$ cat config.mk
export PLATFORM = sky130hd
export DESIGN_NAME = beat_sequencer
export DESIGN_NICKNAME = d
export VERILOG_FILES = /design/src/rtl/beat_sequencer.sv
export SDC_FILE = /design/constraint.sdc
export NUM_CORES = 1
export LEC_CHECK = 0
export ABC_AREA = 1
export CORE_UTILIZATION = 40
export CTS_CLUSTER_SIZE = 25
export DETAILED_ROUTE_END_ITERATION = 10
export SLEW_MARGIN = 20
export SYNTH_ARGS = -nofsm -noshare
export SYNTH_HDL_FRONTEND = slang
export SYNTH_SLANG_ARGS = --single-unit
$ cat constraint.sdc
create_clock -name clk -period 3.1 [get_ports clk]
set_input_delay 0.62 -clock clk [delete_from_list [all_inputs] [get_ports clk]]
set_output_delay 0.62 -clock clk [all_outputs]
set_load 0.02 [all_outputs]
$ cat src/rtl/beat_sequencer.sv
// rtl/beat_sequencer.sv - play/pause/stop transport and tempo prescaler producing the beat index for the tone stage
module beat_sequencer #(
    parameter logic [31:0] BEAT_DIV = 32'd12_500_000,
    parameter logic [11:0] LEN      = 12'd64
) (
    input  logic        clk,
    input  logic        rst,
    input  logic        play_pls,
    input  logic        stop_pls,
    input  logic        loop_en,
    input  logic [1:0]  tempo_sel,
    output logic [11:0] ibeatNum,
    output logic        en,
    output logic        beat_tick,
    output logic        done
);

    typedef enum logic [1:0] {S_IDLE, S_PLAY, S_PAUSE, S_DONE} state_t;

    state_t      state_q, state_d;
    logic [11:0] beat_q, beat_d;
    logic        en_q, en_d;
    logic        tick_q, tick_d;
    logic        done_q, done_d;
    logic [31:0] presc_q, presc_d;
    logic [31:0] period_q, period_d;
    logic [31:0] period_sel;
    logic        at_term;
    logic        finishing;

    // Highest tempos on a tiny BEAT_DIV would shift to zero; clamp so a beat is at least one clock.
    always_comb begin
        period_sel = BEAT_DIV >> tempo_sel;
        if (period_sel == 32'd0) begin
            period_sel = 32'd1;
        end
    end

    assign at_term   = (presc_q == period_q - 32'd1);
    assign finishing = at_term && (beat_q == LEN - 12'd1) && !loop_en;

    always_comb begin
        state_d  = state_q;
        beat_d   = beat_q;
        en_d     = en_q;
        tick_d   = 1'b0;
        done_d   = done_q;
        presc_d  = presc_q;
        period_d = period_q;
        if (stop_pls) begin
            state_d = S_IDLE;
            beat_d  = 12'd0;
            en_d    = 1'b0;
            done_d  = 1'b0;
            presc_d = 32'd0;
        end else begin
            case (state_q)
                S_IDLE, S_DONE: begin
                    if (play_pls) begin
                        state_d  = S_PLAY;
                        beat_d   = 12'd0;
                        presc_d  = 32'd0;
                        period_d = period_sel;
                        en_d     = 1'b1;
                        done_d   = 1'b0;
                    end
                end
                S_PLAY: begin
                    if (at_term) begin
                        presc_d  = 32'd0;
                        tick_d   = 1'b1;
                        period_d = period_sel;
                        if (beat_q == LEN - 12'd1) begin
                            if (loop_en) begin
                                beat_d = 12'd0;
                            end else begin
                                beat_d  = LEN;
                                state_d = S_DONE;
                                en_d    = 1'b0;
                                done_d  = 1'b1;
                            end
                        end else begin
                            beat_d = beat_q + 12'd1;
                        end
                    end else if (!play_pls) begin
                        presc_d = presc_q + 32'd1;
                    end
                    // A pause request on the final beat yields to the song ending.
                    if (play_pls && !finishing) begin
                        state_d = S_PAUSE;
                        en_d    = 1'b0;
                    end
                end
                S_PAUSE: begin
                    if (play_pls) begin
                        state_d = S_PLAY;
                        en_d    = 1'b1;
                    end
                end
                default: begin
                    state_d = S_IDLE;
                end
            endcase
        end
    end

    always_ff @(posedge clk or posedge rst) begin
        if (rst) begin
            state_q  <= S_IDLE;
            beat_q   <= 12'd0;
            en_q     <= 1'b0;
            tick_q   <= 1'b0;
            done_q   <= 1'b0;
            presc_q  <= 32'd0;
            period_q <= BEAT_DIV;
        end else begin
            state_q  <= state_d;
            beat_q   <= beat_d;
            en_q     <= en_d;
            tick_q   <= tick_d;
            done_q   <= done_d;
            presc_q  <= presc_d;
            period_q <= period_d;
        end
    end

    assign ibeatNum  = beat_q;
    assign en        = en_q;
    assign beat_tick = tick_q;
    assign done      = done_q;

endmodule

* After elaboration in Yosys (flattened, before gate mapping)
Cells that the tools add are included.
** Cells by class
- Reductions and logical operators :: 16
- Add/subtract/negate cells :: 3
- Bitwise logic cells :: 1
- Eq/ne operators :: 16
- Shift-type cells :: 1
- Muxes and demuxes :: 38
** Operator list (count)
- $mux W32 :: 7
- $pmux W32 S2 :: 2
- $mux W12 :: 4
- $add A32 B1 Y32 const B :: 1
- $eq A32 B32 Y1 :: 1
- $logic_not A32 Y1 :: 1
- $shr A24 B2 Y32 const A :: 1
- $sub A32 B1 Y32 const B :: 1
- $pmux W12 S2 :: 1
- $ne A4 B4 Y1 const B :: 4
- $mux W1 :: 14
- $add A12 B1 Y12 const B :: 1
- $eq A12 B6 Y1 const B :: 1
- $mux W2 :: 6
- $ne A3 B3 Y1 const B :: 4
- $reduce_and A4 Y1 :: 2
- $mux W7 :: 1
- $reduce_and A3 Y1 :: 2
- $reduce_and A5 Y1 :: 1
- $eq A2 B2 Y1 const B :: 2
- $ne A2 B2 Y1 const B :: 2
- $pmux W1 S2 :: 2
- $pmux W2 S2 :: 1
- $logic_and A1 B1 Y1 :: 3
- 9 further kinds :: 10
** Word-level totals
- Bits in registers :: 81
- Output and inout port bits :: 15
- Input port bits :: 7

* Logic depth before layout (Yosys ltp)
- Depth in word-level cells :: 9
- Gate-level depth with buffers :: 17
- Mapped depth without buffers :: 16

* Worst setup path after synthesis
OpenSTA, ideal clock, no wires.
- Path type :: register to register
- Start point :: register period_q[23]
- End point :: register presc_q[15]
- Arrival time :: 2055 ps
- Stages on the path, launching flop included :: 17
- Path buffers :: 2
- Slack :: 913 ps
- Clock period less this slack :: 2187 ps
- Library setup time :: 132 ps
- Cell sequence :: dfstp_2 > inv_2 > ha_1 > nand2_1 > nand2_1 > nor2_1 > nand2_1 > nor2_1 > nand2_1 > nor2_1 > nand2_2 > nand3_2 > nand3_2 > buf_2 > buf_6 > nand2_1 > o21ai_1
** Between the ends
- Cells in the longest elaborated chain, start to end :: 5
** Ends and longest elaborated chain
- start, declared :: RTL line 26 : logic [31:0] period_q, period_d;
- start signal, assigned :: RTL line 123 : period_q <= period_d;
- $sub A32 B1 Y32 * :: RTL line 39 : assign at_term = (presc_q == period_q - 32'd1);
- $eq A32 B32 Y1 * :: RTL line 39
- $mux W32 :: RTL line 69 : if (at_term) begin
- $pmux W32 S2 :: RTL line 57 : case (state_q)
- $mux W32 :: RTL line 50 : if (stop_pls) begin
- end signal, assigned :: RTL line 122 : presc_q <= presc_d;
- end, declared :: RTL line 25 : logic [31:0] presc_q, presc_d;
Mark *: on every way between the ends. The rest lies on a longest branch, timed or not.
A chain may end at the register's enable or synchronous reset.

* Worst setup path after layout
- Start point :: register period_q[7]
- End point :: register presc_q[7]
Same word-level chain as after synthesis.

==> run metrics <==
first-pass GRT wire length=approximately 23 mm; Final Cycle Share=84.0%; post-CTS setup buffers=0; initial DRC count=266; synthesized flop and latch total=60; Setup crit start kind=flop; Tmin final=between 2000 and 3000 ps; Synth top area share=30.5%; Pwr Density=approximately 460 nW/um^2; Max-slew headroom=between 50% and 60%; Critical Path, Cell by Cell=inv_2 -> ha_1 -> nand2_1 -> nor2_1 -> nand2_1 -> nand2_1 -> nand3_1 -> nor2_1 -> nand2_2 -> nand3_2 -> nand3_2 -> buf_4 -> nand2_1 -> o21ai_0; diodes inserted=0; Die W=108 um; Total Negative Setup Slacks=0 ps; Buf/Inv on CP=2; CTS max path bufs=2; CTS sink cnt=60; most frequent cells in the layout=nand2_1, nor2_1, inv_1; Post-Syn Nets=727; Final Max Slew Viols=0; largest net degree at the start of global routing=between 40 and 50; r2r endpoint=presc_q[7]; Slowest-stage cell, CP=dfrtp_1; Worst Setup End Kind=flop; commonest non-fill, non-tap cell in the layout=nand2_1; final global-route overflow total=0; reg2reg start=period_q[7]; layout cells sized above 1=5.58%; max_cap viols=0; 1st-pass router iterations=5; TritonCTS clock tree=built; cell taking the most area after synthesis=dfrtp_1; sequential fraction of the synthesis area=between 30% and 40%; Routed Antenna Nets=0; R2R Setup Slk=between 400 and 500 ps; number of global-route vias before repair=around 4500; die area=~12000 sq um; PnR worst setup slack=slightly below 500 ps; Final Hold Vio Count=0; Vias=around 4600; WL per Instance=between 10 and 15 um; clock skew=roughly 6.7 ps; worst hold stages=2; Area Growth Syn to Fin=14.0%; # resized after CTS=0; DP Area=4850 sq um; Max stage delay on crit path=430 ps; final RePlAce weighted congestion=~0.95; CP required=around 3300 ps; Core Area=~11000 sq um; DRT Wirelength=approximately 13 mm; Total Routing Usage GR=25.0%; Placed Cells incl. Taps=between 800 and 900; Clk Latency, worst-skew pair=between 300 and 400 ps; FF-to-FF path depth=14; Synth area leaders=dfrtp_1, nand2_1, nor2_1, inv_1, nand3_1; Post-Layout Cell Count=875; nets=~740; Synth Area per Inst=6.33 sq um; setup slack at placement=approximately 530 ps; Cell variety after synth=37; hold endpoint=en; min-delay src=en; post-route cell area=5150 sq um; fillers=approximately 1200; Critical Path Most Common Cell=nand2_1; IO Port Bufs=21; gate count after technology mapping=~700; H-tree Lvls=3; Clock Pin Slew Worst Setup and Hold Paths=about 50 ps; total power=roughly 0.0024 W; fmax=between 300 and 400 MHz; cell chosen for the clock root=clkbuf_16; status=completed; Die Y-Extent=roughly 110 um; Hold Crit Class=reg2reg; io pins=22; Leak=about 2.4 nW; Inserted Clock Buffers=9; hold bufs inserted after CTS=0; VDD IR max=between 0.0003 and 0.0004 V; synthesis warning total=0; DRC errors left=0; Finish-stage setup viols=0; dpl hpwl=between 10 and 15 mm; initial core utilization=between 40% and 50%; Synth Cell Area=4520 sq um; Worst-Margin Slew=about 610 ps; initial antenna violation count=0; unrepaired setup endpoints after global routing=false; Setup CP Type=reg2reg; DR vias/cell=between 5 and 6; Top delay family on crit path=simple AND/OR/NAND/NOR gates; CP arrival=around 2800 ps; num rows=38; Max Fanout on Critical Path=48
[per-layer routing]
layer	part of all wire, %	GRT usage [%]
met4	3.4	11.9
met1	45	32.8
met2	47	40.9
met3	4.4	3.25
met5	0	0
[logic make-up after synthesis]
logic type,Yosys count,share of synthesized area [%]
AOI/OAI and AO/OA,54,6.40
xor gates and xnor gates,28,5.43
adders and majority gates,6,1.66
buffers and inverters,113,10.1
DFF,60,33.4
other,1,0.0830
and+or+nand+nor,452,43.0
[how the worst max path moves through the flow]
| stage | from | to | slack (ps) | cells past startpoint |
|---|---|---|---|---|
| 2_1_floorplan | period_q[23] | presc_q[15] | 910 | 16 |
| 3_3_place_gp | stop_pls | presc_q[29] | 590 | 8 |
| 3_5_place_dp | period_q[7] | presc_q[7] | 530 | 14 |
| 4_1_cts | period_q[7] | presc_q[7] | 510 | 14 |
| 5_1_grt | period_q[7] | presc_q[29] | 230 | 14 |
| 6_report | period_q[7] | presc_q[7] | 500 | 14 |
[final cells by class]
class / instances / area, sq um / share of cell area [%]
Clock buffer: 15 / 268 / 5.20
Clock inverter: 1 / 30.0 / 0.583
Inverter: 90 / 338 / 6.56
Multi-Input combinational cell: 541 / 2560 / 49.6
Sequential cell: 60 / 1510 / 29.3
Tap cell: 140 / 175 / 3.40
Timing Repair Buffer: 28 / 275 / 5.34
[stage by stage]
| stage | utilization [%] | hold WS, ps |
|---|---|---|
| 6_report | 47.1 | 499 |
| 5_1_grt | 47.1 | 545 |
| 4_1_cts | 47.1 | 511 |
| 3_5_place_dp | 44.4 | 499 |
| 3_3_place_gp | 44.4 | 487 |
| 2_1_floorplan | - | 458 |
[registers in the layout (all words and copies together), names as in the netlist]
signal / cells
en: 1
period_q: 11
state_q: 2
ibeatNum: 12
done: 1
presc_q: 32
beat_tick: 1
[cells in the mapped netlist (all sizes together)]
| cell type | instances |
|---|---|
| nor4 | 4 |
| or4 | 1 |
| xnor2 | 3 |
| conb | 1 |
| a21boi | 3 |
| a31oi | 1 |
| o21ai | 44 |
| a21oi | 4 |
| xor2 | 25 |
| o31ai | 1 |
| nand3 | 46 |
| and3 | 1 |
| nor2 | 96 |
| dfrtp | 55 |
| nand4 | 35 |
| and2 | 1 |
| nor3 | 25 |
| nand3b | 1 |
| nor3b | 2 |
| ha | 6 |
| buf | 11 |
| nand2 | 240 |
| o2111ai | 1 |
| inv | 90 |
| clkbuf | 12 |
| dfstp | 5 |
[worst register-to-register path, stage by stage (launching register included)]
cell	delay, ps
dfrtp_1	430
inv_2	170
ha_1	250
nand2_1	120
nor2_1	220
nand2_1	80
nand2_1	80
nand3_1	110
nor2_1	220
nand2_2	160
nand3_2	100
nand3_2	50
buf_4	260
nand2_1	130
o21ai_0	90
[power breakdown]
part | internal, W | switching (W)
registers | 0.000839 | 0.0000595
clock network | 0.000666 | 0.000338
logic | 0.000148 | 0.000327
total | 0.00165 | 0.000724
No activity file was read; power rests on OpenSTA's default activity.
